==> src/rtl/word_unpack16.sv <==
// rtl/word_unpack16.sv - splits each accepted 16-bit word into two output bytes
// Outputs are registered alongside the state so nothing downstream sees in_data combinationally.
module word_unpack16 #(
    parameter bit HIGH_FIRST = 1'b1
) (
    input  logic        clk,
    input  logic        reset,
    input  logic        in_valid,
    input  logic [15:0] in_data,
    output logic        in_ready,
    output logic        out_valid,
    output logic [7:0]  out_data,
    output logic        out_last,
    input  logic        out_ready,
    output logic        busy
);

    typedef enum logic [1:0] {
        IDLE,
        FIRST,
        SECOND
    } stateType;

    stateType    state;
    logic [15:0] holdWord;
    logic        wordAccept;
    logic        byteXfer;

    function automatic logic [7:0] firstByte(input logic [15:0] w);
        return HIGH_FIRST ? w[15:8] : w[7:0];
    endfunction

    function automatic logic [7:0] secondByte(input logic [15:0] w);
        return HIGH_FIRST ? w[7:0] : w[15:8];
    endfunction

    // A new word may slip in while the last byte of the previous one leaves.
    assign in_ready   = !reset && ((state == IDLE) || ((state == SECOND) && out_ready));
    assign wordAccept = in_valid && in_ready;
    assign byteXfer   = out_valid && out_ready;
    assign busy       = (state != IDLE);

    always_ff @(posedge clk) begin
        if (reset) begin
            state     <= IDLE;
            holdWord  <= 16'h0000;
            out_valid <= 1'b0;
            out_data  <= 8'h00;
            out_last  <= 1'b0;
        end else begin
            case (state)
                IDLE: begin
                    if (wordAccept) begin
                        holdWord  <= in_data;
                        state     <= FIRST;
                        out_valid <= 1'b1;
                        out_data  <= firstByte(in_data);
                        out_last  <= 1'b0;
                    end
                end
                FIRST: begin
                    if (byteXfer) begin
                        state    <= SECOND;
                        out_data <= secondByte(holdWord);
                        out_last <= 1'b1;
                    end
                end
                SECOND: begin
                    if (byteXfer) begin
                        if (wordAccept) begin
                            holdWord  <= in_data;
                            state     <= FIRST;
                            out_valid <= 1'b1;
                            out_data  <= firstByte(in_data);
                            out_last  <= 1'b0;
                        end else begin
                            state     <= IDLE;
                            out_valid <= 1'b0;
                            out_data  <= 8'h00;
                            out_last  <= 1'b0;
                        end
                    end
                end
                default: begin
                    state     <= IDLE;
                    out_valid <= 1'b0;
                    out_data  <= 8'h00;
                    out_last  <= 1'b0;
                end
            endcase
        end
    end

endmodule

==> config.mk <==
export PLATFORM = sky130hd
export DESIGN_NAME = word_unpack16
export DESIGN_NICKNAME = d
export VERILOG_FILES = /design/src/rtl/word_unpack16.sv
export SDC_FILE = /design/constraint.sdc
export NUM_CORES = 1
export LEC_CHECK = 0
export CAP_MARGIN = 15
export CORE_ASPECT_RATIO = 0.7
export CORE_MARGIN = 2
export CORE_UTILIZATION = 27
export DETAILED_ROUTE_END_ITERATION = 10
export PLACE_DENSITY = 0.62
export SLEW_MARGIN = 5
export SYNTH_ARGS = -nofsm -noshare
export SYNTH_HDL_FRONTEND = slang
export SYNTH_SLANG_ARGS = --single-unit
==> constraint.sdc <==
create_clock -name clk -period 1.7 [get_ports clk]
set_input_delay 0.17 -clock clk [delete_from_list [all_inputs] [get_ports clk]]
set_output_delay 0.17 -clock clk [all_outputs]
set_load 0.03 [all_outputs]
==> impl_metrics.toml, run 1 <==
[worst_setup_path]
crit_path_start_kind = "register"
path_max_fanout = 14
crit_family = "buffers and inverters"
crit_chain = "clkdlybuf4s50_1"
critPathMaxStageDelay_ns = 0.72
required_ns = 1.53
path_buf_inv = 1
crit_type = "register to output pin"
r2r_slack_ns = 0.26
crit_slowest_cell = "clkdlybuf4s50_1"
cp.arrival_ns = 1.45
crit_path_end_kind = "output pin"

[yosys]
syn_area_sq_um = 940
synthFlopType = "dfxtp_1"
synth_commonest_cells = "dfxtp_1, nor2_1, mux2i_1"
ys_seq_area_share_pct = 40.5
syn_inst = 100
synth_edf_count = 0
yosysTopAreaCellShare_pct = 40.5
yosysUniqueCellTypes = 34
yosys.area.top_type = "dfxtp_1"
synth_area_leaders = "dfxtp_1, mux2i_1, nor2_1"
synth.most_common_cell = "dfxtp_1"
syn_avg_cell_area_sq_um = 9.40
async_reset_ff_share_pct = 0
syn_nets = 120
yosysWarnings = 0
synth_seq_cells = 19

[job]
drv_cap = 0

[power]
powerDensity_nw_per_um2 = 773
ir_drop_mv = 0.377
p_leak_uw = 0.000511

[die]
dieArea_sq_um = 3980
initial_core_util_pct = 29.1
row_count = 17
ios = 32
dieHeight_um = 53.4
die_width_um = 74.5
core_sq_um = 3230

[timing]
skew_ns = 0.00245
setup_tns_ns = 0
rsz0062_at_grt = "no"
worst_pin_slew_ns = 0.316
slew_headroom_pct = 78.8
hold_viol_final = 0
finalSetupViolations = 0
period_minus_slack_ns = 1.62
max_freq_ghz = 0.618
slew_viol_final = 0
fin_crit_sh_pct = 95.1
layout_setup_ws_ns = 0.0826

[placed_design]
gp_congestion = 0.775
pre_cts_slack_ns = 0.00889
dpl-instance-area_sq_um = 1310
post-place-cells = 179
hpwl_um = 1790
io_buffers = 31

[clock_network]
clk_latency_ns = 0.25
cts_sinks = 19
htree_levels = 1
cts_tree = "built"
clockRootBuffer = "clkbuf_8"
path_clk_slew_ns = 0.07
cts_max_path_buffers = 2
cts_made_buffers = 3
post_cts_buffers = 0
postCtsHoldBufs = 0

[drt]
vias_per_cell = 4.54
post_drt_wl_per_cell_um = 12.4
wl_um = 2270
vias = 830
antenna_left = 0
first_pass_iters = 4
drt_iter0_drc = 37
drc = 0

[layout]
drive_above_1_share_pct = 17.6
final_cells = 183
antenna-diode-count = 0
finish.utilization_pct = 41.9
fin_nets = 157
area_delta_synth_final_pct = 44.2
stdcell_area_sq_um = 1360

[global_route]
grt_pass1_wl_um = 3840
grt_util_all_layers_pct = 12.9
grt_overflow_total = 0
grt_pass1_vias = 842
grt_antenna_before_repair = 0
grt_max_degree = 15

[status]
status = "completed"

[min_path]
min_path_type = "register to register"
==> repair_timing <==
item | in CTS | in global routing
hold endpoints to repair | 0 | 0
resized for setup | 2 | 1
pin swaps | 0 | 0
setup endpoints to repair | 2 | 1
==> layout by cell type, fill, tap and decap left out, types with 2 or more instances in the layout <==
cell type / instances
inv_1: 4
clkdlybuf4s50_1: 28
dfxtp_1: 18
buf_4: 9
o22ai_1: 3
a21oi_1: 7
nor2_1: 13
clkbuf_8: 3
a22oi_1: 3
nand2_1: 3
o21ai_0: 9
mux2i_1: 11
a21oi_2: 2
a22oi_2: 2
==> tightest hold or removal path: stages, from the launching register on <==
cell     delay, ns
dfxtp_1       0.31
o21ai_0       0.07
a21oi_1       0.06
==> routing by layer <==
metal | global-route usage [%] | share of wire, % | vias up | wire, um
li1 | - | - | 429 | -
met1 | 17.1 | 52 | 381 | 1180
met2 | 20.1 | 41 | 18 | 943
met3 | 3.62 | 5.1 | 2 | 116
met4 | 4.46 | 1.2 | 0 | 27
met5 | 0 | 0 | - | 0
==> where the power goes <==
| part | switching (uW) | internal [uW] |
|---|---|---|
| Combinational | 122 | 128 |
| Clock | 142 | 166 |
| Sequential | 20.2 | 469 |
| Total | 284 | 764 |
==> area by class of cell <==
class / count / area, sq um
fillers: 315 / 1880
multi-input cells: 69 / 482
flip-flops and latches: 19 / 382
repair buffers: 39 / 369
well taps: 47 / 58.8
clock buffers: 4 / 45.0
inverters: 5 / 18.8
==> worst paths after layout <==
| kind | start | to | cells after the start |
|---|---|---|---|
| setup / recovery | out_last$_SDFFE_PP0P_ | out_last | 1 |
| hold / removal | out_data[3]$_SDFFE_PP0P_ | out_data[3]$_SDFFE_PP0P_ | 2 |
| setup reg to reg | out_last$_SDFFE_PP0P_ | out_data[5]$_SDFFE_PP0P_ | 4 |
| hold reg to reg | out_data[3]$_SDFFE_PP0P_ | out_data[3]$_SDFFE_PP0P_ | 2 |
==> through the flow <==
step / total power, uW / hold WS (ns)
global route: 1100 / 0.506
detailed placement: 753 / 0.474
global placement: 749 / 0.462
CTS: 1060 / 0.483
floorplan: 641 / 0.317
finish: 1050 / 0.476
==> cell families (layout without fill, tap and decap cells) <==
logic type,count (synthesis),in the layout,share of synthesized area (%)
buf+inv,12,48,8.25
compound gates,32,32,24.0
mux,11,11,11.7
flops,19,19,40.5
simple gates,26,26,15.6
==> state kept, by name, indices dropped and copies added, names as in the netlist <==
register	cells
out_last	1
state	1
out_valid	1
holdWord	8
out_data	8
Power figures use the tool's default switching activity.
==> inputs of run 2 (changes only) <==
--- a/config.mk
+++ b/config.mk
@@ -11,6 +11,7 @@
 export CORE_UTILIZATION = 27
 export DETAILED_ROUTE_END_ITERATION = 10
 export PLACE_DENSITY = 0.62
+export RECOVER_POWER = 25
 export SLEW_MARGIN = 5
 export SYNTH_ARGS = -nofsm -noshare
 export SYNTH_HDL_FRONTEND = slang
==> impl_metrics.toml, run 2 (synthesis results as in run 1) <==
[power]
power_uw = 1040
ir_drop_mv = 0.378
p_leak_uw = 0.000500
powerDensity_nw_per_um2 = 777

[worst_setup_path]
critPathMaxStageDelay_ns = 0.72
path_buf_inv = 1
cp.arrival_ns = 1.45
crit_chain = "clkdlybuf4s50_1"
path_max_fanout = 14
crit_slowest_cell = "clkdlybuf4s50_1"
required_ns = 1.53
crit_family = "buffers and inverters"
crit_path_end_kind = "output pin"
crit_path_start_kind = "register"
r2r_start = "out_last$_SDFFE_PP0P_"
rr_endpoint = "out_data[5]$_SDFFE_PP0P_"
r2r_cells = 4
r2r_slack_ns = 0.26
crit_type = "register to output pin"

[clock_network]
path_clk_slew_ns = 0.07
htree_levels = 1
cts_tree = "built"
postCtsHoldBufs = 0
cts_sinks = 19
cts_max_path_buffers = 2
clockRootBuffer = "clkbuf_8"
cts_made_buffers = 3
clk_latency_ns = 0.25

[min_path]
holdPathStages = 2
worstHoldStart = "out_data[3]$_SDFFE_PP0P_"
min_to = "out_data[3]$_SDFFE_PP0P_"
min_path_type = "register to register"

[drt]
first_pass_iters = 4
vias_per_cell = 4.55
drc = 0
antenna_left = 0
vias = 833
post_drt_wl_per_cell_um = 12.4
wl_um = 2270
drt_iter0_drc = 36

[layout]
final_cell_mix = "clkdlybuf4s50_1, dfxtp_1, nor2_1, mux2i_1, o21ai_0"
n_fill_cell = 316
drive_above_1_share_pct = 16.9
final_common_cell = "clkdlybuf4s50_1"
area_delta_synth_final_pct = 42.9
antenna-diode-count = 0
reg_top3 = "holdWord (8), out_data (8)"
fin_nets = 157
final_cells = 183

[die]
dieHeight_um = 53.4
row_count = 17
die_width_um = 74.5
initial_core_util_pct = 29.1
dieArea_sq_um = 3980
core_sq_um = 3230
ios = 32

[global_route]
grt_max_degree = 15
grt_overflow_total = 0
grtUsageMet2_pct = 20.1
grt_antenna_before_repair = 0
met3_usage_pct = 3.62
grt_pass1_wl_um = 3840
use_met1_pct = 17.1
grt_pass1_vias = 842
grt_util_all_layers_pct = 12.9
busiest_layer = "met2"

[timing]
hold_viol_final = 0
worst_pin_slew_ns = 0.363
finalSetupViolations = 0
slew_viol_final = 0
skew_ns = 0.00222
setup_tns_ns = 0
max_freq_ghz = 0.617
rsz0062_at_grt = "no"
slew_headroom_pct = 75.9
period_minus_slack_ns = 1.62
fin_crit_sh_pct = 95.4

[placed_design]
hpwl_um = 1790
gp_congestion = 0.775
io_buffers = 31
post-place-cells = 179

[job]
drv_cap = 0

[status]
status = "completed"
==> run 2: cell count changes in the layout (fill, tap and decap cells not counted) <==
cell / change
buf_4: -1
dlygate4sd3_1: +3
clkdlybuf4s50_1: -3
dlymetal6s2s_1: -1
clkbuf_1: +2
==> run 2: how the worst max path moves through the flow <==
stage                            from                        to  depth (start not counted)
2_1_floorplan   out_last$_SDFFE_PP0P_  out_data[7]$_SDFFE_PP0P_                          6
3_3_place_gp                out_ready  holdWord[0]$_SDFFE_PP0P_                          5
3_5_place_dp                out_ready  holdWord[7]$_SDFFE_PP0P_                          5
4_1_cts        out_valid$_SDFFE_PP0P_                 out_valid                          1
5_1_grt         out_last$_SDFFE_PP0P_                  out_last                          1
6_report        out_last$_SDFFE_PP0P_                  out_last                          1
==> run 2: stage by stage <==
stage	setup WS [ns]	cell area [sq um]	utilization [%]	hold slack (ns)
2_1_floorplan	0.126	940	-	0.317
3_3_place_gp	0.0648	1310	40.4	0.462
3_5_place_dp	0.00889	1310	40.4	0.474
4_1_cts	0.0387	1350	41.8	0.483
5_1_grt	0.0265	1340	41.5	0.502
6_report	0.0790	1340	41.5	0.473
==> run 2: what timing repair did <==
item / in CTS / in global routing
resized for setup: 2 / 1
buffers inserted: 0 / 0
endpoints found under the setup margin: 2 / 1
==> run 2: report_power, final <==
| part | internal, uW | switching (uW) | leakage, uW |
|---|---|---|---|
| Clock | 166 | 142 | 0.0000228 |
| Sequential | 469 | 20.1 | 0.000156 |
| Combinational | 123 | 122 | 0.000322 |
==> run 2: layer usage <==
metal | part of all wire (%) | vias up
met4 | 1.2 | 0
met3 | 5.1 | 2
li1 | - | 427
met1 | 52 | 386
met5 | 0 | -
met2 | 42 | 18
==> run 2: cell type report <==
class                           count  area (sq um)  share of cell area, %
Clock buffer                        4          45.0                   3.36
Timing Repair Buffer               39           357                   26.6
Multi-Input combinational cell     69           482                   35.9
Tap cell                           47          58.8                   4.38
Sequential cell                    19           382                   28.4
Inverter                            5          18.8                   1.40
==> edit 1: new RTL, settings of run 1 <==
Set the parameter `HIGH_FIRST` to 1'b0 (it was 1'b1).
--- a/src/rtl/word_unpack16.sv
+++ b/src/rtl/word_unpack16.sv
@@ -1,7 +1,7 @@
 // rtl/word_unpack16.sv - splits each accepted 16-bit word into two output bytes
 // Outputs are registered alongside the state so nothing downstream sees in_data combinationally.
 module word_unpack16 #(
-    parameter bit HIGH_FIRST = 1'b1
+    parameter bit HIGH_FIRST = 1'b0
 ) (
     input  logic        clk,
     input  logic        reset,
Function: changed (a bounded check fails within 4 cycles, from zero or initial values and one cycle with reset high).
==> edit 1 against run 1 <==
  * Sequential cell count did not move
  * Die area grew 0.13%
  * Final area grew 1.0%
  * Via count grew 0.36%
  * Area after synthesis is 0.13% higher
  * Register-to-register slack worse by 0.10 ns
  * Clock power hardly changed
  * Wire length increased by 3.2%
  * Fmax rose by 1.2%
  * Power up 2.6%
  * Setup slack improved by 0.019 ns
  * Global-route usage rose by 0.21 points
==> edit 1: results (changes against run 1) <==
status:
  status: "finished, final reports clean"
layout:
  num-nets-final: 153  # -2.5%
  drive_gt1_share_pct: 17.4  # -0.22 points
  n_fill_cell: 335  # +6.3%
  n_all_inverters: 2  # -3
  n_all_buffers: 40  # +2.6%
  clock_cell_area_share_pct: 3.38  # +0.058 points
routing:
  detail_route.wirelength.met1_um: 1110  # -6.7%
  wire_per_inst_um: 13.1  # +5.5%
  drtIter0Drc: 51  # +38%
  viasPerCell: 4.65  # +2.6%
logic_synthesis:
  syn_inst: 94  # -6.0%
  yosys-top-cells-area: "dfxtp_1 40%, mux2i_1 15%, nor2_1 8.4%"
  synth_nets: 114  # -5.0%
  yosysUniqueCellTypes: 30  # -12%
  ys_seq_area_share_pct: 40.4  # -0.054 points
  muxShareOfSynthArea_pct: 14.9  # +3.2 points
global_route:
  grt.met2_usage_pct: 21.2  # +1.2 points
  grt_pass1_vias: 757  # -10%
  groute.usage.overall_pct: 13.1  # +0.21 points
  grt_max_degree: 13  # -2
placement:
  placed_cell_area_mm2: 0.00132  # +1.1%
  pre_cts_slack_ns: -0.00774  # -0.0166 ns
  hpwl_um: 1730  # -3.2%
timing:
  worst_pin_slew_ns: 0.358  # +0.0416 ns
power:
  p_int_mw: 0.776  # +1.6%
  power.leakage_nw: 0.524  # +2.6%
clock_network:
  ctsResizeCount: 0  # -2
-- edit 1: cell types whose count changed after synthesis, moves of 6 or more --
cell,before,now
nor2_1,13,21
o21ai_0,9,1
a21oi_1,7,1
o2bb2ai_1,0,6
-- edit 1: final timing paths --
path,to,start,cells past startpoint,slack [ns]
hold / removal,holdWord[14],holdWord[14],2,0.50
hold reg to reg,holdWord[14],holdWord[14],2,0.50
setup reg to reg,out_data[6],state[0],5,0.16
setup / recovery,out_valid,out_valid,1,0.10
-- edit 1: cell families after synthesis --
| group | count (synthesis) |
|---|---|
| AOI/OAI and AO/OA | 21 |
| buffers and inverters | 8 |
| DFF | 19 |
| and+or+nand+nor | 32 |
| muxes | 14 |
-- edit 1: worst register-to-register path, cell delays in order, from the launching register on --
cell and delay (ns):
dfxtp_1 0.51, buf_4 0.26, and4bb_2 0.31, o2bb2ai_1 0.15
a22oi_1 0.16, nor2_1 0.05
==> edit 2: new RTL, settings of run 1 <==
Made on the original files. Make the reset (`reset`) asynchronous in one clocked block.
--- a/src/rtl/word_unpack16.sv
+++ b/src/rtl/word_unpack16.sv
@@ -40,7 +40,7 @@
     assign byteXfer   = out_valid && out_ready;
     assign busy       = (state != IDLE);
 
-    always_ff @(posedge clk) begin
+    always_ff @(posedge clk or posedge reset) begin
         if (reset) begin
             state     <= IDLE;
             holdWord  <= 16'h0000;
Check against the original RTL: differs if reset is asserted again (counterexample within 4 cycles, from zero or initial values and one cycle with reset high); with reset held inactive, the same outputs for 10 cycles.
==> edit 2 against run 1 <==
  * Sequential cell count unchanged
  * Cell count decreased by 10%
  * Wire length decreased by 1.6%
  * Final area increased by 3.0%
  * Area after synthesis decreased by 0.13%
  * Synthesized cell count decreased by 23%
  * Setup slack improved by 0.017 ns
  * Critical endpoint unchanged
  * Largest cell class is now registers
Power is not compared: it rests on default switching activity, and its combinational part moved more than twofold at a synthesized area within 25%.
==> edit 2: results (changes against run 1) <==
status:
  status: "finished, final reports clean"
placement:
  dp.cells: 160  # -11%
  portBuffers: 31  # unchanged
  gp_routability_congestion: 0.796  # +2.7%
  hpwl_um: 1620  # -9.6%
global_route:
  grt_pass1_vias: 770  # -8.6%
  grt_max_degree: 20  # +5
  grt_pass1_wl_um: 3590  # -6.3%
  groute.usage.overall_pct: 12.1  # -0.85 points
  grt_antenna_before_repair: 0  # unchanged
worst_setup_path:
  worst_path_largest_cell_delay_ns: 0.72  # about the same
  crit_family: "buffers and inverters"
  cp_max_fo: 6  # -8
  crit_arrival_ns: 1.43  # -0.02 ns
  critPathSlowestCell: "clkdlybuf4s50_1"
logic_synthesis:
  async_reset_ff_share_pct: 100  # +100 points
  synth_common_cells: "19 x dfrtp_1, 10 x inv_1, 8 x mux2_4, 7 x a32oi_1, 7 x o21ai_0"
  syn_inst: 77  # -23%
  yosysUniqueCellTypes: 25  # -26%
  synth_nets: 97  # -19%
  ys_seq_area_share_pct: 50.7  # +10 points
  synth-warning-count: 0  # unchanged
  yosys-top-cells-area: "dfrtp_1 51%, mux2_4 13%, a32oi_1 6.5%"
clock_network:
  post-cts-setup-buffer-count: 0  # unchanged
  clkLatencyLatePin_ns: 0.26
  cts_root_buf: "clkbuf_8"
  cts_max_level: 1  # unchanged
  cts_buffers: 3  # unchanged
  cts.clk_slew.worst_paths_ns: 0.07  # about the same
  clockBufferDepth: 2  # unchanged
timing:
  skew_ns: 0.00601  # +0.00356 ns
  worst_pin_slew_ns: 0.346  # +0.0299 ns
layout:
  drive_gt1_share_pct: 21.4  # +3.7 points
  num-nets-final: 138  # -12%
  diodes: 0  # unchanged
  reg_top3: "holdWord x8, out_data x8"
routing:
  first_pass_iters: 4  # unchanged
  wire_per_inst_um: 13.6  # +9.8%
  drtIter0Drc: 20  # -46%
  num_vias: 738  # -11%
  viasPerCell: 4.50  # -0.78%
min_path:
  worstHoldPathType: "in2async"
power:
  worst_ir_drop_vdd_v: 0.000573
  power.leakage_nw: 0.615
edit 2: cell count changes in the layout (fill, tap and decap cells not counted), moves of 3 or more:
cell and change:
a32oi_1 +7, a21oi_1 -4, dfxtp_1 -18, dfrtp_1 +19, mux2i_1 -10, nor2_1 -11, o22ai_1 -3, a22oi_1 -3
mux2_4 +8, inv_1 +6
edit 2: per-stage QoR:
| step | area [µm²] | total power, mW | setup WS [ns] |
|---|---|---|---|
| 3_3_place_gp | 1350 | 2.06 | 0.0683 |
| 4_1_cts | 1400 | 2.39 | 0.0796 |
| 3_5_place_dp | 1350 | 2.08 | 0.0617 |
| 5_1_grt | 1400 | 2.52 | 0.0732 |
| 6_report | 1400 | 2.37 | 0.0993 |
| 2_1_floorplan | 938 | 1.60 | 0.0496 |
edit 2: area by class of cell:
| type | instances | area [µm²] |
|---|---|---|
| clock buffers | 4 | 45.0 |
| fillers | 312 | 1840 |
| inverters | 10 | 37.5 |
| multi-input cells | 44 | 392 |
| flip-flops and latches | 19 | 475 |
| well taps | 47 | 58.8 |
| repair buffers | 40 | 387 |
edit 2: path summary, 6_finish.rpt:
kind / from / endpoint / slack, ns / cells past startpoint
max in group asynchronous: reset / out_data[3] / 1.12 / 3
worst min register to register: holdWord[6] / out_data[6] / 0.50 / 2
worst min-delay path: reset / out_valid / 0.38 / 3
min in group clk: holdWord[6] / out_data[6] / 0.50 / 2
worst max register to register: out_last / holdWord[6] / 0.25 / 4
worst max-delay path: out_last / out_last / 0.1 / 1
edit 2: worst reg2reg max path: cells and delay by family, from the launching register on:
kind	cells	cell delay [ns]
AO/OA/AOI/OAI	1	0.25
AND/OR/NAND/NOR	1	0.18
buffers and inverters	1	0.15
flip-flops	1	0.46
multiplexers	1	0.29
edit 2: cell families after synthesis:
logic type | count (synthesis) | synth area share [%]
and+or+nand+nor | 10 | 7.47
xor gates and xnor gates | 1 | 0.934
muxes | 10 | 15.1
AOI/OAI and AO/OA | 23 | 18.3
buffers and inverters | 14 | 7.60
DFF | 19 | 50.7
edit 2: what timing repair did:
action	in CTS	in global routing
setup endpoints to repair	1	0
gates resized for setup	1	0
endpoints found under the hold margin	0	0
edit 2: per-layer routing:
| layer | GRT usage, % | routed length [µm] | part of all wire (%) |
|---|---|---|---|
| met4 | 0.893 | 0 | 0 |
| met5 | 0 | 0 | 0 |
| met2 | 19.0 | 924 | 41 |
| met3 | 4.76 | 191 | 8.5 |
| met1 | 16.3 | 1120 | 50 |
edit 2: power breakdown:
group | internal, mW | switching [mW] | total [mW]
Sequential | 0.660 | 0.155 | 0.815
Clock | 0.167 | 0.150 | 0.317
Combinational | 0.631 | 0.607 | 1.24
